[config.mk]
export PLATFORM = sky130hd
export DESIGN_NAME = if_fetch_unit
export DESIGN_NICKNAME = d
export VERILOG_FILES = /design/src/rtl/if_fetch_unit.sv
export SDC_FILE = /design/constraint.sdc
export NUM_CORES = 1
export LEC_CHECK = 0
export BUFFER_PORTS_ARGS = -buffer_cell sky130_fd_sc_hd__buf_2
export CORE_UTILIZATION = 39
export CTS_BUF_LIST = sky130_fd_sc_hd__clkbuf_8
export DETAILED_ROUTE_END_ITERATION = 7
export GPL_TIMING_DRIVEN = 0
export PLACE_DENSITY_LB_ADDON = 0.08
export SYNTH_ARGS = -nofsm -noshare
export SYNTH_HDL_FRONTEND = slang
export SYNTH_SLANG_ARGS = --single-unit
export TNS_END_PERCENT = 10
[constraint.sdc]
create_clock -name cpu_clk -period 2.5 [get_ports cpu_clk]
set_input_delay 0.375 -clock cpu_clk [delete_from_list [all_inputs] [get_ports cpu_clk]]
set_output_delay 0.375 -clock cpu_clk [all_outputs]
set_load 0.005 [all_outputs]
[src/rtl/if_fetch_unit.sv]
// Instruction-fetch stage: owns the PC, runs a single-outstanding imem handshake,
// and presents the PC / PC+4 / instruction triple to the IF/ID register.
module if_fetch_unit #(
    parameter int                         INST_WIDTH      = 32,
    parameter int                         INST_ADDR_WIDTH = 32,
    parameter logic [INST_ADDR_WIDTH-1:0] RESET_PC        = '0
) (
    input  logic                       cpu_clk,
    input  logic                       cpu_rst_n,
    input  logic                       stall_IF_ID,
    input  logic                       redirect_valid,
    input  logic [INST_ADDR_WIDTH-1:0] redirect_pc,
    output logic                       imem_req_valid,
    input  logic                       imem_req_ready,
    output logic [INST_ADDR_WIDTH-1:0] imem_req_addr,
    input  logic                       imem_rsp_valid,
    input  logic [INST_WIDTH-1:0]      imem_rsp_data,
    output logic                       inst_valid_o,
    output logic [INST_ADDR_WIDTH-1:0] PC_IF_ID_i,
    output logic [INST_ADDR_WIDTH-1:0] PC_plus_4_IF_ID_i,
    output logic [INST_WIDTH-1:0]      INST_IF_ID_i
);

    localparam logic [1:0] S_FETCH = 2'd0;
    localparam logic [1:0] S_WAIT  = 2'd1;
    localparam logic [1:0] S_HOLD  = 2'd2;
    localparam logic [1:0] S_DRAIN = 2'd3;

    logic [1:0]                 state_q, state_d;
    logic [INST_ADDR_WIDTH-1:0] pc_q, pc_d;
    logic [INST_WIDTH-1:0]      inst_buf_q, inst_buf_d;

    logic                       inst_valid;
    logic                       consume;
    logic [INST_ADDR_WIDTH-1:0] pc_plus_4;
    logic [INST_ADDR_WIDTH-1:0] redirect_aligned;

    assign pc_plus_4        = pc_q + INST_ADDR_WIDTH'(4);
    // Redirect targets are word-aligned by masking rather than slicing so every bit is used.
    assign redirect_aligned = redirect_pc & ~INST_ADDR_WIDTH'(3);
    assign inst_valid       = !redirect_valid &&
                              ((state_q == S_WAIT && imem_rsp_valid) || state_q == S_HOLD);
    assign consume          = inst_valid && !stall_IF_ID;

    assign imem_req_valid    = (state_q == S_FETCH) && !redirect_valid;
    assign imem_req_addr     = pc_q;
    assign inst_valid_o      = inst_valid;
    assign PC_IF_ID_i        = inst_valid ? pc_q : '0;
    assign PC_plus_4_IF_ID_i = inst_valid ? pc_plus_4 : '0;

    always_comb begin
        INST_IF_ID_i = '0;
        if (inst_valid) begin
            INST_IF_ID_i = (state_q == S_HOLD) ? inst_buf_q : imem_rsp_data;
        end
    end

    always_comb begin
        state_d    = state_q;
        pc_d       = pc_q;
        inst_buf_d = inst_buf_q;
        if (redirect_valid) begin
            pc_d = redirect_aligned;
            // A request already accepted still owes a response; park in DRAIN to swallow it.
            case (state_q)
                S_WAIT, S_DRAIN: state_d = imem_rsp_valid ? S_FETCH : S_DRAIN;
                default:         state_d = S_FETCH;
            endcase
        end else begin
            case (state_q)
                S_FETCH: begin
                    if (imem_req_ready) state_d = S_WAIT;
                end
                S_WAIT: begin
                    if (imem_rsp_valid) begin
                        if (consume) begin
                            pc_d    = pc_plus_4;
                            state_d = S_FETCH;
                        end else begin
                            inst_buf_d = imem_rsp_data;
                            state_d    = S_HOLD;
                        end
                    end
                end
                S_HOLD: begin
                    if (consume) begin
                        pc_d    = pc_plus_4;
                        state_d = S_FETCH;
                    end
                end
                default: begin
                    if (imem_rsp_valid) state_d = S_FETCH;
                end
            endcase
        end
    end

    always_ff @(posedge cpu_clk) begin
        if (!cpu_rst_n) begin
            state_q    <= S_FETCH;
            pc_q       <= RESET_PC;
            inst_buf_q <= '0;
        end else begin
            state_q    <= state_d;
            pc_q       <= pc_d;
            inst_buf_q <= inst_buf_d;
        end
    end

endmodule

After elaboration in Yosys (flattened, before gate mapping) --
Cells that the tools add are included.
Storage, ports and cells: ROM bits 0, output and inout port bits 130, bits in latches 0, input bits 70, memories 0, bits in writable memories 0, bits in registers 66
Cells by class: shift-type cells 0, $add $sub $neg 1, reduce and logical (&&, ||, !) cells 17, div/mod/pow operators 0, $lt $le $gt $ge 0, multiply operators 0, equality and inequality tests 7, muxes and demuxes 17, bitwise logic cells 3
Operator list (number):
- 32-bit 2-to-1 mux | 7
- 32-bit one-hot mux with 2 select lines | 1
- 32-bit by 3-bit adder with 32-bit output (second input constant) | 1
- 2-bit 2-to-1 mux | 8
- 3-bit inequality test (second input constant) | 3
- 4-bit AND reduction | 2
- 2-bit one-hot mux with 3 select lines | 1
- 2-bit == test (second input constant) | 2
- 1-bit logical AND | 4
- 2-bit AND reduction | 2
- 4-bit nonzero test | 1
- 2-bit OR reduction | 2
- 1-bit inverter | 3
- 3-bit nonzero test | 1
- 2-bit by 1-bit == test with 1-bit output (second input constant) | 1
- 1-bit zero test | 2
- 2-bit zero test | 1
- 2-bit inequality test (second input constant) | 1
- 2-bit nonzero test | 1
- 1-bit logical OR | 1

Longest topological paths before layout --
Gate-level depths: netlist of run 1.
depth after elaboration 9, gate-level depth with buffers 7, mapped depth without buffers 6

Worst setup path after synthesis of run 1 --
Ideal clock, no wire load.
path kind register to register, start register pc_q[2] (netlist: imem_req_addr[2]), end register pc_q[22] (netlist: imem_req_addr[22]), setup time 0.074 ns, data required time 2.426 ns, arrival time 2.325 ns, period minus slack after synthesis 2.399 ns, slack 0.101 ns, stages on the path, launching flop included 8, cell sequence dfxtp_1 > ha_1 > nand4_1 > or2_1 > buf_6 > or4_4 > or4_1 > a31oi_1
On the way: cells in the longest elaborated chain, start to end 5
RTL lines:
- start, declared | RTL line 30 | logic [INST_ADDR_WIDTH-1:0] pc_q, pc_d;
- start signal, assigned | RTL line 105 | pc_q <= pc_d;
- 32-bit by 3-bit adder with 32-bit output (*) | RTL line 38 | assign pc_plus_4 = pc_q + INST_ADDR_WIDTH'(4);
- 32-bit 2-to-1 mux (*) | RTL line 76, 86
- 32-bit 2-to-1 mux | RTL line 75 | if (imem_rsp_valid) begin
- 32-bit one-hot mux with 2 select lines (*) | RTL line 70 | case (state_q)
- 32-bit 2-to-1 mux (*) | RTL line 62 | if (redirect_valid) begin
Mark *: on every way between the ends. The rest lies on a longest branch, timed or not. The select of a mux whose other input is x is not followed. A chain may end at the register's enable or synchronous reset.

Final worst setup path of run 1 --
start register pc_q[2] (netlist: imem_req_addr[2]), end output PC_plus_4_IF_ID_i[20]
On the way: cells in the longest elaborated chain, start to end 2
RTL lines:
- 32-bit by 3-bit adder with 32-bit output | RTL line 38
- 32-bit 2-to-1 mux | RTL line 49 | assign PC_plus_4_IF_ID_i = inst_valid ? pc_plus_4 : '0;
- end, declared | RTL line 20 | output logic [INST_ADDR_WIDTH-1:0] PC_plus_4_IF_ID_i,
No other way between the ends.

==> impl_metrics.toml, run 1 <==
[run_status]
outcome = "finished, violations left"
violations = "setup timing"

[timing]
clock_skew_ns = 0.0136
setup_viol = 7
rsz0062_at_grt = "yes"
slew_headroom_pct = 58.3
worst_pin_slew_ns = 0.626
period_minus_slack_ns = 2.66
hold_ws_ns = 0.259
hold_viol = 0
setup_ws_ns = -0.157
maxSlewViolCount = 0
fin_crit_sh_pct = 106
fmax_mhz = 376

[die]
rows = 38
dieHeight_um = 107
dieArea_um2 = 11500
pin_count = 200
initial_core_util_pct = 40.0
core_um2 = 10800
die_w_um = 107

[logic_synthesis]
synth.distinct_cells = 51
synthCells = 622
ys_seq_area_share_pct = 29.7
syn_area_um2 = 4320
synth-edff-count = 0
ys.flop_type = "dfxtp_1"
synth-async-reset-ratio_pct = 0
post_synth.cell_area_avg_um2 = 6.94
ys_ff_latch = 64
ys_warn_count = 0

[final_layout]
drive_gt1_share_pct = 36.0
fin_nets = 926
syn_to_final_growth_pct = 42.4
instances_no_fill = 1001
fin_area_um2 = 6150
final_util_pct = 57.0
final_common_cell = "buf_2"
final_cell_mix = "buf_2, nand2_1, a21oi_1, dfxtp_1, nor2_1"

[detailed_routing]
post_drt_wl_per_cell_um = 15.0
vias = 5109
antenna_left = 0
drt-pass1-iter-count = 6
via_per_inst = 5.10
wirelength_mm = 15.0
drt_iter0_drc = 319
drc_errors = 0

[placed_design]
dp.cells = 956
io_buffers = 189
gp_congestion = 0.853
dp_hpwl_mm = 10.8
dpl-instance-area_um2 = 5460

[setup_path]
critPathCaptureType = "primary output"
r2r-end = "imem_req_addr[22]$_SDFFE_PN0P_"
worst-endpoint-required_ns = 2.12
startpoint_type = "register"
crit_arrival_ns = 2.28
critical_path_class = "register to primary output"
critPathLaunch = "imem_req_addr[2]$_SDFFE_PN0P_"
r2r-start = "imem_req_addr[2]$_SDFFE_PN0P_"
reg2reg_depth = 8
reg2reg_slack_ns = 0.04
worstSetupEndpoint = "PC_plus_4_IF_ID_i[20]"
critPathMaxFanout = 3

[clock_network]
h-tree-depth = 3
cts_tree = "yes"
clock_path_buffers = 2
root_buffer = "clkbuf_8"
clk-insertion-delay-late_ns = 0.36
cts_hold_buf = 0
cts.sinks = 64
numCtsBuffers = 9
cts.clk_slew.worst_paths_ns = 0.08

[min_path]
min_path_cells = 3
hp-class = "input pin to register"

[pwr]
p_total_mw = 2.65
worst_ir_drop_vdd_mv = 0.229
powerDensity_nw_per_um2 = 431
leakage_nw = 2.81

[job]
cap_violations = 0

[global_routing]
grt_pass1_wl_mm = 22.7
grt_pass1_vias = 4515
grt_usage_pct = 25.4
grt_max_degree = 14
overflow = 0
antenna_found_initial = 1
==> stage by stage <==
step | worst slack, ns | setup TNS [ns]
finish | -0.157 | -0.670
global placement | -0.369 | -9.16
floorplan | 0.101 | 0
CTS | -0.226 | -0.617
detailed placement | -0.339 | -8.47
global route | -0.263 | -2.62
==> area by class of cell <==
type / instances / area [um^2]
flip-flops and latches: 64 / 1320
inverters: 5 / 32.5
well taps: 140 / 175
fillers: 1021 / 4640
diodes: 1 / 2.50
clock inverters: 7 / 103
plain buffers: 54 / 340
repair buffers: 221 / 1190
clock buffers: 9 / 124
multi-input cells: 500 / 2860
==> sequential cells by signal (all words and copies together) (netlist names) <==
| register | flops |
|---|---|
| imem_req_addr | 30 |
| inst_buf_q | 32 |
| state_q | 2 |
==> timing repair <==
item / CTS / global route
endpoints found under the setup margin: 95 / 90
gates resized for setup: 54 / 35
pin swaps: 14 / 12
setup buffers: 15 / 17
==> critical path: stages, from the launching register on <==
cell and delay (ns):
dfxtp_4 0.37, ha_4 0.14, nand4_1 0.17, or2_1 0.27
or4_4 0.55, xor2_1 0.17, nor2_1 0.13, buf_2 0.13
==> Yosys cell counts, types with 3 or more instances <==
cell type	instances	area [um^2]
nand2_1	161	604
xnor2_1	17	149
a221oi_1	3	26.3
xor2_1	29	254
and2_1	33	206
a21oi_1	51	255
a21boi_0	32	240
nor2_1	44	165
nand4_1	21	131
o21ai_0	28	140
clkbuf_1	41	154
buf_6	4	45.0
dfxtp_1	64	1280
nand3_1	13	65.1
nor2b_1	7	43.8
buf_4	7	52.6
inv_1	4	15.0
nand3b_1	3	22.5
a31oi_1	5	31.3
nor4_1	6	37.5
nor3_1	12	60.1
==> cell families (layout without fill, tap and decap cells) <==
kind of cell	Yosys count	count (layout)	synth area share [%]
multiplexers	4	4	0.985
adder cells (fa/ha/maj)	1	1	0.290
flip-flops	64	64	29.7
AND/OR/NAND/NOR	317	317	34.3
other	1	7	0.0868
AO/OA/AOI/OAI	126	126	17.5
XOR/XNOR	46	46	9.33
buffers and inverters	63	296	7.91
==> per-layer routing <==
| layer | up-vias | part of all wire (%) | global-route usage [%] |
|---|---|---|---|
| met5 | - | 0 | 0 |
| met4 | 0 | 2.4 | 10.2 |
| met3 | 31 | 5.4 | 4.13 |
| met2 | 194 | 48 | 43.1 |
| met1 | 2345 | 44 | 31.8 |
| li1 | 2539 | - | - |
==> power by group <==
part | leakage [nW] | internal, mW | switching, mW | total [mW]
Sequential | 0.530 | 1.06 | 0.0603 | 1.12
Combinational | 2.17 | 0.224 | 0.259 | 0.483
Clock | 0.110 | 0.572 | 0.480 | 1.05
==> worst min path at each step <==
stage / from / end
floorplan: inst_buf_q[20]$_SDFFE_PN0P_ / inst_buf_q[20]$_SDFFE_PN0P_
global placement: inst_buf_q[16]$_SDFFE_PN0P_ / inst_buf_q[16]$_SDFFE_PN0P_
detailed placement: inst_buf_q[5]$_SDFFE_PN0P_ / inst_buf_q[5]$_SDFFE_PN0P_
CTS: redirect_pc[24] / imem_req_addr[24]$_SDFFE_PN0P_
global route: imem_rsp_data[16] / inst_buf_q[16]$_SDFFE_PN0P_
finish: redirect_pc[24] / imem_req_addr[24]$_SDFFE_PN0P_
Power figures use the tool's default switching activity.
==> run 2, diff against run 1 <==
CORE_ASPECT_RATIO = 1.2   (was unset)
==> impl_metrics.toml, run 2 (synthesized netlist as in run 1, its figures left out) <==
[placed_design]
pre_cts_ws_ns = -0.475
dp_hpwl_mm = 11.0
io_buffers = 189
dp.cells = 945
gp_congestion = 0.903

[die]
initial_core_util_pct = 40.7
die_w_um = 98.1
dieHeight_um = 117
pin_count = 200
core_um2 = 10600
rows = 41
dieArea_um2 = 11500

[pwr]
leakage_nw = 2.75
p_int_mw = 1.75
switchingPower_uw = 743
p_sw_share_pct = 29.8
worst_ir_drop_vdd_mv = 0.306
power_frac_comb_pct = 18.6
powerDensity_nw_per_um2 = 414
p_clk_share_pct = 36.4
p_seq_share_pct = 45.0

[final_layout]
final_cell_mix = "buf_2, nand2_1, a21oi_1, dfxtp_1, nor2_1"
final_common_cell = "buf_2"
num-fill-cells = 1066
diodes = 0
regMostFlops = "inst_buf_q"
fin_nets = 918
syn_to_final_growth_pct = 39.6
largest_reg_flops = 32
ff_latch_area_um2 = 1310
instances_no_fill = 981
drive_gt1_share_pct = 35.4
multi_input_comb_area_um2 = 2870

[timing]
period_minus_slack_ns = 2.66
worst_pin_slew_ns = 0.609
rsz0062_at_grt = "yes"
maxSlewViolCount = 0
clock_skew_ns = 0.00954
fmax_mhz = 376
slew_headroom_pct = 59.4
fin_crit_sh_pct = 106
setup_viol = 5
hold_viol = 0
setup_ws_ns = -0.160

[clock_network]
cts_hold_buf = 0
cts.sinks = 64
cts.clk_slew.worst_paths_ns = 0.07
cts_tree = "yes"
clk-insertion-delay-late_ns = 0.35
h-tree-depth = 3
clock_path_buffers = 2
numCtsBuffers = 9
root_buffer = "clkbuf_8"

[setup_path]
worst-endpoint-required_ns = 2.12
startpoint_type = "register"
slowest_delay_ns = 0.52
critPathBufInv = 2
critical_path_class = "register to primary output"
crit_arrival_ns = 2.29
crit_chain = "ha_4 -> nand4_1 -> or2_1 -> buf_6 -> or4_4 -> xor2_1 -> nor2_1 -> buf_2"
critPathTopFamily = "simple AND/OR/NAND/NOR gates"
critPathSlowestCell = "or4_4"
critPathMaxFanout = 3
critPathCaptureType = "primary output"

[global_routing]
grt_max_degree = 12
grt_pass1_wl_mm = 23.0
grt_pass1_vias = 4622
grt_usage_pct = 25.5
overflow = 0
antenna_found_initial = 0

[detailed_routing]
drc_errors = 13
via_per_inst = 5.15
antenna_left = 0
wirelength_mm = 14.9
drt-pass1-iter-count = 8
vias = 5050
drt_iter0_drc = 207
post_drt_wl_per_cell_um = 15.2

[run_status]
violations = "DRC, setup timing"
outcome = "finished, violations left"

[job]
cap_violations = 0

[min_path]
hp-class = "input pin to register"
==> run 2: changes by cell type in the layout (fill, tap and decap cells not counted), sizes merged <==
cell    previous run  this run
buf              237       231
bufinv             3         2
clkbuf            45        44
clkinv             2         3
diode              1         0
inv                6         5
==> run 2: per-layer routing <==
metal	routed length [um]	vias to the layer above	track usage (%)
met4	366	0	11.9
met1	6010	2321	29.2
met5	0	-	0
met3	913	27	2.85
met2	7570	189	47.7
li1	-	2513	-
==> run 2: worst paths after layout <==
path / from / end / slack [ns] / depth (start not counted)
worst min-delay path: redirect_pc[24] / imem_req_addr[24]$_SDFFE_PN0P_ / 0.27 / 3
worst max-delay path: imem_req_addr[3]$_SDFFE_PN0P_ / PC_plus_4_IF_ID_i[20] / -0.16 / 8
worst max register to register: imem_req_addr[3]$_SDFFE_PN0P_ / imem_req_addr[24]$_SDFFE_PN0P_ / 0.24 / 9
worst min register to register: inst_buf_q[24]$_SDFFE_PN0P_ / inst_buf_q[24]$_SDFFE_PN0P_ / 0.47 / 2
==> run 2: layout make-up <==
cell class	count	area share, %
flip-flops and latches	64	21.8
inverters	5	0.540
repair buffers	212	18.6
clock inverters	6	0.996
clock buffers	10	2.28
well taps	129	2.68
plain buffers	55	5.60
multi-input cells	500	47.5
==> run 2: timing repair <==
item / CTS / global route
buffers inserted: 11 / 12
pin swaps: 13 / 8
resized for setup: 54 / 25
setup endpoints to repair: 94 / 81
==> run 2: metrics by stage <==
step | instance area [um^2] | util [%] | power, mW | hold slack, ns | setup TNS [ns]
4_1_cts | 5880 | 55.4 | 2.51 | 0.256 | -0.673
6_report | 6030 | 56.8 | 2.50 | 0.268 | -0.444
5_1_grt | 6030 | 56.8 | 2.62 | 0.283 | -0.781
3_3_place_gp | 5440 | 51.3 | 1.58 | 0.451 | -11.43
3_5_place_dp | 5440 | 51.3 | 1.59 | 0.458 | -11.17
2_1_floorplan | 4340 | - | 1.38 | 0.444 | 0
==> run 2: power by group through the flow <==
stage | clock (mW) | combinational, mW | sequential, mW
after global placement | 0 | 0.446 | 1.13
after detailed placement | 0 | 0.450 | 1.14
after CTS | 0.924 | 0.461 | 1.12
after floorplan | 0 | 0.255 | 1.13
after global routing | 0.971 | 0.516 | 1.13
final | 0.910 | 0.464 | 1.12
==> run 2: worst min-delay path: cells and delay by family <==
family                 cells  cell delay (ns)
AOI/OAI and AO/OA          1             0.06
buffers and inverters      1             0.08
and+or+nand+nor            1             0.06
==> run 3, diff against run 2 <==
CTS_BUF_LIST = unset   (was sky130_fd_sc_hd__clkbuf_8)
==> impl_metrics.toml, run 3 (synthesized netlist as in run 1, its figures left out) <==
[setup_path]
crit_arrival_ns = 2.24
r2r-start = "state_q[0]$_SDFFE_PN0P_"
reg2reg_slack_ns = 0.21
worst-endpoint-required_ns = 2.12
startpoint_type = "register"
critical_path_class = "register to primary output"
critPathCaptureType = "primary output"
r2r-end = "imem_req_addr[23]$_SDFFE_PN0P_"
reg2reg_depth = 7
critPathMaxFanout = 3

[final_layout]
final_cell_mix = "buf_2, nand2_1, a21oi_1, dfxtp_1, nor2_1"
final_util_pct = 57.8
drive_gt1_share_pct = 35.3
multi_input_comb_area_um2 = 2880
diodes = 0
fin_nets = 918
num-fill-cells = 1041
regMostFlops = "inst_buf_q"
syn_to_final_growth_pct = 42.1
ff_latch_area_um2 = 1310
largest_reg_flops = 32
final_common_cell = "buf_2"

[clock_network]
cts.sinks = 64
clk-insertion-delay-late_ns = 0.34
clock_path_buffers = 2
root_buffer = "clkbuf_16"
numCtsBuffers = 9
cts_tree = "yes"
h-tree-depth = 3
cts_hold_buf = 0
cts.clk_slew.worst_paths_ns = 0.05

[detailed_routing]
wirelength_mm = 15.0
post_drt_wl_per_cell_um = 15.2
antenna_left = 0
drt_iter0_drc = 260
drc_errors = 13
vias = 5092
drt-pass1-iter-count = 7
via_per_inst = 5.19

[timing]
clock_skew_ns = 0.00605
final.setup.tns_ns = -0.274
setup_viol = 4
slew_headroom_pct = 59.6
period_minus_slack_ns = 2.61
worst_pin_slew_ns = 0.606
maxSlewViolCount = 0
setup_ws_ns = -0.112
hold_ws_ns = 0.272
fin_crit_sh_pct = 104
hold_viol = 0
fmax_mhz = 383
rsz0062_at_grt = "yes"

[placed_design]
gp_congestion = 0.903
dp_hpwl_mm = 11.0
io_buffers = 189

[global_routing]
overflow = 0
grt_pass1_wl_mm = 23.2
grt_pass1_vias = 4600
antenna_found_initial = 0
grt_usage_pct = 25.8
grt_max_degree = 12

[min_path]
min_path_cells = 3
min_from = "redirect_pc[24]"
hp-class = "input pin to register"
hold_path_end = "imem_req_addr[24]$_SDFFE_PN0P_"

[die]
dieHeight_um = 117
rows = 41
die_w_um = 98.1
dieArea_um2 = 11500
core_um2 = 10600
initial_core_util_pct = 40.7
pin_count = 200

[pwr]
p_sw_share_pct = 27.6
leakage_nw = 2.79
switchingPower_uw = 790
p_clk_share_pct = 44.5
p_seq_share_pct = 39.3
p_int_mw = 2.07
worst_ir_drop_vdd_mv = 0.356
power_frac_comb_pct = 16.2
powerDensity_nw_per_um2 = 466

[run_status]
outcome = "finished, violations left"
violations = "DRC, setup timing"

[job]
cap_violations = 0
-- run 3: changes by cell type in the layout (fill, tap and decap cells not counted), sizes merged --
cell and change:
buf -5, clkbuf +6, inv -1
-- run 3: how the worst max path moves through the flow --
stage | to | startpoint | slack (ns)
after floorplan | imem_req_addr[22]$_SDFFE_PN0P_ | imem_req_addr[2]$_SDFFE_PN0P_ | 0.10
after global placement | PC_plus_4_IF_ID_i[30] | imem_req_addr[2]$_SDFFE_PN0P_ | -0.46
after detailed placement | PC_plus_4_IF_ID_i[30] | imem_req_addr[2]$_SDFFE_PN0P_ | -0.48
after CTS | PC_plus_4_IF_ID_i[20] | imem_req_addr[3]$_SDFFE_PN0P_ | -0.19
after global routing | PC_plus_4_IF_ID_i[22] | imem_req_addr[3]$_SDFFE_PN0P_ | -0.17
final | PC_plus_4_IF_ID_i[22] | imem_req_addr[3]$_SDFFE_PN0P_ | -0.11
-- run 3: layout make-up --
cell class                 instances  share of cell area [%]
multi-input combinational        500                    46.9
sequential                        64                    21.3
timing repair buffer             213                    18.4
buffer                            54                    5.26
clock buffer                      11                    3.96
tap                              129                    2.63
clock inverter                     5                   0.918
inverter                           5                   0.530
-- run 3: worst max-delay path: stages, from the launching register on --
cell     delay (ns)
dfxtp_4        0.35
ha_4           0.15
nand4_1        0.12
buf_4          0.18
buf_6          0.12
or4_4          0.48
nor3_4         0.15
xnor2_1        0.09
nor2_1         0.13
buf_2          0.13
-- run 3: through the flow --
stage / power [mW] / setup WS [ns] / instance area, um^2 / std cells
2_1_floorplan: 1.38 / 0.101 / 4340 / 627
3_3_place_gp: 1.58 / -0.461 / 5440 / 945
3_5_place_dp: 1.59 / -0.475 / 5440 / 945
4_1_cts: 2.87 / -0.187 / 6000 / 971
5_1_grt: 2.98 / -0.170 / 6140 / 981
6_report: 2.86 / -0.112 / 6140 / 981
-- run 3: timing repair --
action	in CTS	in global routing
pin swaps	14	10
endpoints found under the setup margin	90	65
setup buffers	13	11
resized for setup	48	25
endpoints found under the hold margin	0	0
-- run 3: power groups by stage --
stage | Sequential (mW) | Clock (mW) | Combinational, mW
finish | 1.12 | 1.27 | 0.463
floorplan | 1.13 | 0 | 0.255
detailed placement | 1.14 | 0 | 0.450
global route | 1.13 | 1.33 | 0.517
global placement | 1.13 | 0 | 0.446
CTS | 1.12 | 1.29 | 0.460
-- run 3: routing by layer --
metal  vias to the layer above  GRT usage, %  share of wire [%]
met5                         -             0                  0
met2                       203          48.3                 51
li1                       2521             -                  -
met4                         0          12.1                2.8
met3                        31          2.85                6.6
met1                      2337          29.4                 40
